**src/rtl/dice_pkg.sv**
```systemverilog
// Shared types and constants for the electronic-dice capture datapath:
// debounce FSM state encoding, seven-segment face patterns and pip patterns.
package dice_pkg;

   typedef enum logic [1:0] {
      IDLE      = 2'd0,
      PRESS_CNT = 2'd1,
      HELD      = 2'd2,
      REL_CNT   = 2'd3
   } db_state_t;

   // Active-low seven-segment patterns, bit order {g,f,e,d,c,b,a}
   localparam logic [6:0] SEG_FACE1 = 7'h79;
   localparam logic [6:0] SEG_FACE2 = 7'h24;
   localparam logic [6:0] SEG_FACE3 = 7'h30;
   localparam logic [6:0] SEG_FACE4 = 7'h19;
   localparam logic [6:0] SEG_FACE5 = 7'h12;
   localparam logic [6:0] SEG_FACE6 = 7'h02;
   localparam logic [6:0] SEG_BLANK = 7'h7F;

   // Active-high pip LEDs: [0]TL [1]TR [2]ML [3]C [4]MR [5]BL [6]BR
   localparam logic [6:0] PIP_FACE1 = 7'h08;
   localparam logic [6:0] PIP_FACE2 = 7'h41;
   localparam logic [6:0] PIP_FACE3 = 7'h49;
   localparam logic [6:0] PIP_FACE4 = 7'h63;
   localparam logic [6:0] PIP_FACE5 = 7'h6B;
   localparam logic [6:0] PIP_FACE6 = 7'h77;
   localparam logic [6:0] PIP_NONE  = 7'h00;

   function automatic logic [6:0] seg_decode(input logic [2:0] f);
      case (f)
         3'd1:    return SEG_FACE1;
         3'd2:    return SEG_FACE2;
         3'd3:    return SEG_FACE3;
         3'd4:    return SEG_FACE4;
         3'd5:    return SEG_FACE5;
         3'd6:    return SEG_FACE6;
         default: return SEG_BLANK;
      endcase
   endfunction

   function automatic logic [6:0] pip_decode(input logic [2:0] f);
      case (f)
         3'd1:    return PIP_FACE1;
         3'd2:    return PIP_FACE2;
         3'd3:    return PIP_FACE3;
         3'd4:    return PIP_FACE4;
         3'd5:    return PIP_FACE5;
         3'd6:    return PIP_FACE6;
         default: return PIP_NONE;
      endcase
   endfunction

endpackage

```
**src/rtl/dice_roll_capture_debounce.sv**
```systemverilog
// Push-button conditioning: 2-flop synchronizer followed by a press/release
// debounce FSM sharing one stability counter. Emits a single-cycle press
// strobe, combinationally, in the cycle whose closing edge is the capture edge.
module btn_debounce
   import dice_pkg::*;
#(
   parameter int DEBOUNCE_CYCLES = 4
)
(
   input  logic clk,
   input  logic reset,
   input  logic btn,
   output logic press
);

   localparam int CNT_W = $clog2(DEBOUNCE_CYCLES + 1);
   localparam logic [CNT_W-1:0] CNT_LAST = CNT_W'(DEBOUNCE_CYCLES - 1);

   logic             sync_p0;
   logic             btn_s;
   db_state_t        state;
   db_state_t        state_next;
   logic [CNT_W-1:0] cnt;
   logic [CNT_W-1:0] cnt_next;

   // Bring the asynchronous button into the clock domain
   always_ff @(posedge clk) begin
      if (reset) begin
         sync_p0 <= 1'b0;
         btn_s   <= 1'b0;
      end else begin
         sync_p0 <= btn;
         btn_s   <= sync_p0;
      end
   end

   // FSM state and shared stability counter
   always_ff @(posedge clk) begin
      if (reset) begin
         state <= IDLE;
         cnt   <= '0;
      end else begin
         state <= state_next;
         cnt   <= cnt_next;
      end
   end

   // Next-state logic; press fires only on the PRESS_CNT -> HELD transition
   always_comb begin
      state_next = state;
      cnt_next   = cnt;
      press      = 1'b0;
      case (state)
         IDLE: begin
            if (btn_s) begin
               state_next = PRESS_CNT;
               cnt_next   = '0;
            end
         end
         PRESS_CNT: begin
            if (!btn_s) begin
               state_next = IDLE;
            end else if (cnt == CNT_LAST) begin
               press      = 1'b1;
               state_next = HELD;
            end else begin
               cnt_next = cnt + CNT_W'(1);
            end
         end
         HELD: begin
            if (!btn_s) begin
               state_next = REL_CNT;
               cnt_next   = '0;
            end
         end
         REL_CNT: begin
            if (btn_s) begin
               state_next = HELD;
            end else if (cnt == CNT_LAST) begin
               state_next = IDLE;
            end else begin
               cnt_next = cnt + CNT_W'(1);
            end
         end
         default: state_next = IDLE;
      endcase
   end

endmodule

```
**src/rtl/dice_roll_capture.sv**
```systemverilog
// Electronic-dice capture: on each debounced press, latch the modulo-6
// counter as a die face, strobe roll_valid, keep a saturating tally, flag
// illegal counter values, and drive the face on a seven-segment display.
// Optional macro DICE_PIPS_EN adds the pips LED output.
module dice_roll_capture
   import dice_pkg::*;
#(
   parameter int DEBOUNCE_CYCLES = 4
)
(
   input  logic       clk,
   input  logic       reset,
   input  logic [2:0] count,
   input  logic       btn,
   output logic       roll_valid,
   output logic [2:0] face,
   output logic [6:0] seg,
   output logic [7:0] roll_count,
   output logic       err
`ifdef DICE_PIPS_EN
   ,
   output logic [6:0] pips
`endif
);

   logic press;
   logic legal;

   btn_debounce #(
      .DEBOUNCE_CYCLES(DEBOUNCE_CYCLES)
   ) u_debounce (
      .clk   (clk),
      .reset (reset),
      .btn   (btn),
      .press (press)
   );

   assign legal = (count <= 3'd5);

   function automatic logic [7:0] sat_inc(input logic [7:0] v);
      return (v == 8'hFF) ? v : v + 8'd1;
   endfunction

   // Capture the face on a press; illegal counter values only raise err
   always_ff @(posedge clk) begin
      if (reset) begin
         face       <= 3'd0;
         roll_valid <= 1'b0;
         roll_count <= 8'd0;
         err        <= 1'b0;
      end else begin
         roll_valid <= 1'b0;
         if (press) begin
            if (legal) begin
               face       <= count + 3'd1;
               roll_valid <= 1'b1;
               roll_count <= sat_inc(roll_count);
            end else begin
               err <= 1'b1;
            end
         end
      end
   end

   assign seg = seg_decode(face);

`ifdef DICE_PIPS_EN
   assign pips = pip_decode(face);
`endif

endmodule

```
**config.mk**
```make
export PLATFORM = sky130hd
export DESIGN_NAME = dice_roll_capture
export DESIGN_NICKNAME = d
export VERILOG_FILES = /design/src/rtl/dice_pkg.sv /design/src/rtl/dice_roll_capture_debounce.sv /design/src/rtl/dice_roll_capture.sv
export SDC_FILE = /design/constraint.sdc
export NUM_CORES = 1
export LEC_CHECK = 0
export ABC_AREA = 1
export CORE_MARGIN = 2
export CORE_UTILIZATION = 45
export DETAILED_ROUTE_END_ITERATION = 6
export PLACE_DENSITY = 0.73
export SYNTH_ARGS = -nofsm -noshare
export SYNTH_HDL_FRONTEND = slang
export SYNTH_HIERARCHICAL = 1
export SYNTH_SLANG_ARGS = --single-unit
```
**constraint.sdc**
```tcl
create_clock -name clk -period 4.3 [get_ports clk]
set_input_delay 1.075 -clock clk [delete_from_list [all_inputs] [get_ports clk]]
set_output_delay 1.075 -clock clk [all_outputs]
set_load 0.1 [all_outputs]
```
==> impl_metrics.env <==
export IMPL_core_mm2=0.002455
export IMPL_crit_path_max_incr_delay_ns=1.12
export IMPL_whs_path_depth=2
export IMPL_antenna_left=0
export IMPL_yosys_warnings=6
export IMPL_finalHoldViolations=0
export IMPL_rsz0062_at_grt="false"
export IMPL_die_area_mm2=0.002976
export IMPL_worstPathArrival_ns=1.99
export IMPL_rows=18
export IMPL_gp_congestion=0.8035
export IMPL_overflow=0
export IMPL_die_x_um=54.55
export IMPL_ys_ff_latch=20
export IMPL_syn_avg_cell_area_um2=6.724
export IMPL_outcome="complete, no violations"
export IMPL_seq_area_frac_synth=0.3482
export IMPL_antenna_found_initial=0
export IMPL_synth_area_mm2=0.001150
export IMPL_holdBufCountCts=0
export IMPL_grt_pass1_wl_um=3601
export IMPL_skew_ns=0.001550
export IMPL_powerDensity_mw_per_mm2=211.2
export IMPL_cts_buffer_depth=2
export IMPL_critical_path_top_delay_family="buffers and inverters"
export IMPL_cp_max_fo=5
export IMPL_grt_busiest_layer="met2"
export IMPL_drv_cap=0
export IMPL_place_area_mm2=0.001403
export IMPL_hold_path_class="flop to flop"
export IMPL_seqPwrFrac=0.628
export IMPL_post_route_cell_area_mm2=0.001425
export IMPL_routed_wl_um=2281
export IMPL_post_cts_setup_buffer_count=0
export IMPL_grt_total_usage=0.1667
export IMPL_yosysUniqueCellTypes=23
export IMPL_max_clock_freq_ghz=0.3264
export IMPL_p_clk_frac=0.297
export IMPL_reg2regPathDepth=9
export IMPL_use_met2=0.2851
export IMPL_crit_chain="inv_1, nor2_1, inv_1, clkdlybuf4s50_1"
export IMPL_grt_max_degree=13
export IMPL_fin_ws_ns=1.236
export IMPL_drive_gt1_frac=0.1327
export IMPL_end_kind="primary output"
export IMPL_path_buf_inv=3
export IMPL_vias_per_cell=4.810
export IMPL_total_power_mw=0.3010
export IMPL_p_comb_frac=0.075
export IMPL_port_buffers=25
export IMPL_grt_use_met3=0.03279
export IMPL_slew_headroom=0.3520
export IMPL_instances_no_fill=226
export IMPL_worst_setup_path_type="flop to primary output"
export IMPL_finalCoreUtilization=0.5805
export IMPL_finalCritPeriodShare=0.7126
export IMPL_worstSkewPairLatency_ns=0.30
export IMPL_syn_inst=171
export IMPL_cp_depth=4
export IMPL_p_int_mw=0.2299
export IMPL_clkTransAtPathRegs_ns=0.11
export IMPL_place_inst=223
export IMPL_drtIter0Drc=16
export IMPL_use_met1=0.2104
export IMPL_setup_tns_ns=0
export IMPL_post_route_drc_count=0
export IMPL_wl_per_cell_um=10.09
export IMPL_synth_nets=183
export IMPL_crit_top_cell="inv_1"
export IMPL_drt_pass1_iter_count=4
export IMPL_hpwl_um=1750
export IMPL_post_place_ws_ns=1.581
export IMPL_vdd_drop_max_v=0.0002045
export IMPL_p_sw_frac=0.2361
export IMPL_fin_nets=210
export IMPL_hold_ws_ns=0.4098
export IMPL_ios=26
export IMPL_cts_buffers=3
export IMPL_p_switching_mw=0.07105
export IMPL_cp_start_kind="flop"
export IMPL_crit_path_top_delay_cell="clkdlybuf4s50_1"
export IMPL_clock_sinks=20
export IMPL_post_cts_resized=0
export IMPL_dr_total_vias=1087
export IMPL_diodes=0
export IMPL_die_height_um=54.55
export IMPL_finalWorstPathRequiredPeriod_ns=3.064
export IMPL_area_delta_synth_final_pct=23.94
export IMPL_cts_root_buf="clkbuf_4"
export IMPL_setup_viol=0
export IMPL_maxSlewViolCount=0
export IMPL_cts_tree="built"
export IMPL_rrSetupSlack_ns=2.44
export IMPL_start_util=0.4684
export IMPL_required_ns=3.22
export IMPL_first_global_vias=878
export IMPL_p_leak_nw=0.5988
export IMPL_tightest_slew_ns=0.9690
export IMPL_htreeDepth=1
==> synth_stat cells (all sizes together) <==
| library cell | number | share of area |
|---|---|---|
| nand4 | 1 | 0.0054 |
| nor2 | 29 | 0.10 |
| buf | 3 | 0.017 |
| a21oi | 10 | 0.057 |
| xor2 | 2 | 0.015 |
| dfxtp | 20 | 0.35 |
| o21a | 1 | 0.0065 |
| inv | 28 | 0.091 |
| nand3 | 11 | 0.063 |
| ha | 6 | 0.065 |
| xnor2 | 1 | 0.0076 |
| nor3 | 2 | 0.0087 |
| o21ai | 11 | 0.048 |
| nand2 | 46 | 0.17 |
==> layout by cell type (no fill, tap or decap), drive strengths merged <==
master / instances
nor2: 29
buf: 6
clkbuf: 3
xnor2: 1
ha: 6
dfxtp: 20
nor3: 2
nand3: 11
a21oi: 10
nand4: 1
clkdlybuf4s50: 19
o21ai: 11
inv: 28
xor2: 2
o21a: 1
nand2: 46
==> final timing paths <==
path	startpoint	endpoint
setup / recovery	face[1]	seg[4]
hold / removal	u_debounce/sync_p0	u_debounce/btn_s
setup reg to reg	u_debounce/cnt[0]	roll_count[0]
hold reg to reg	u_debounce/sync_p0	u_debounce/btn_s
==> worst reg2reg max path, stage by stage (launching register included) <==
cell and delay [ns]:
dfxtp_1 0.37, ha_1 0.19, ha_1 0.16, nand2_2 0.08
nor3_1 0.25, inv_1 0.11, nor2_2 0.25, nand2_4 0.13
o21ai_0 0.17, nor2_1 0.05
==> registers in the layout (all words and copies together), names as in the netlist, named ones only <==
name,count
face,3
u_debounce/cnt,3
roll_count,8
roll_valid,1
u_debounce/state,1
u_debounce/sync_p0,1
err,1
u_debounce/btn_s,1
==> layer usage <==
| metal | wire length [um] | up-vias | part of all wire |
|---|---|---|---|
| li1 | - | 579 | - |
| met4 | 17 | 0 | 0.0075 |
| met5 | 0 | - | 0 |
| met2 | 1050 | 40 | 0.46 |
| met3 | 170 | 2 | 0.075 |
| met1 | 1041 | 466 | 0.46 |
==> power by group through the flow <==
| stage | Combinational (mW) | Clock [mW] | Sequential (mW) |
|---|---|---|---|
| after detailed placement | 0.0228 | 0 | 0.193 |
| after global routing | 0.0252 | 0.102 | 0.189 |
| after CTS | 0.0228 | 0.0944 | 0.189 |
| final | 0.0225 | 0.0895 | 0.189 |
| after floorplan | 0.0140 | 0 | 0.193 |
| after global placement | 0.0218 | 0 | 0.193 |
==> final cells by class <==
| type | count | area [um2] |
|---|---|---|
| multi-input combinational | 120 | 624.3 |
| tap | 30 | 37.54 |
| sequential | 20 | 400.4 |
| fill | 240 | 1030 |
| inverter | 28 | 105.1 |
| timing repair buffer | 25 | 235.2 |
| clock buffer | 3 | 22.52 |
==> cells by family after synthesis <==
kind of cell / count (synthesis) / synth area share
DFF: 20 / 0.3482
buffers and inverters: 31 / 0.1088
xor gates and xnor gates: 3 / 0.02286
AOI/OAI and AO/OA: 22 / 0.1110
and+or+nand+nor: 89 / 0.3439
adders and majority gates: 6 / 0.06529
No activity file was read; power rests on OpenSTA's default activity.
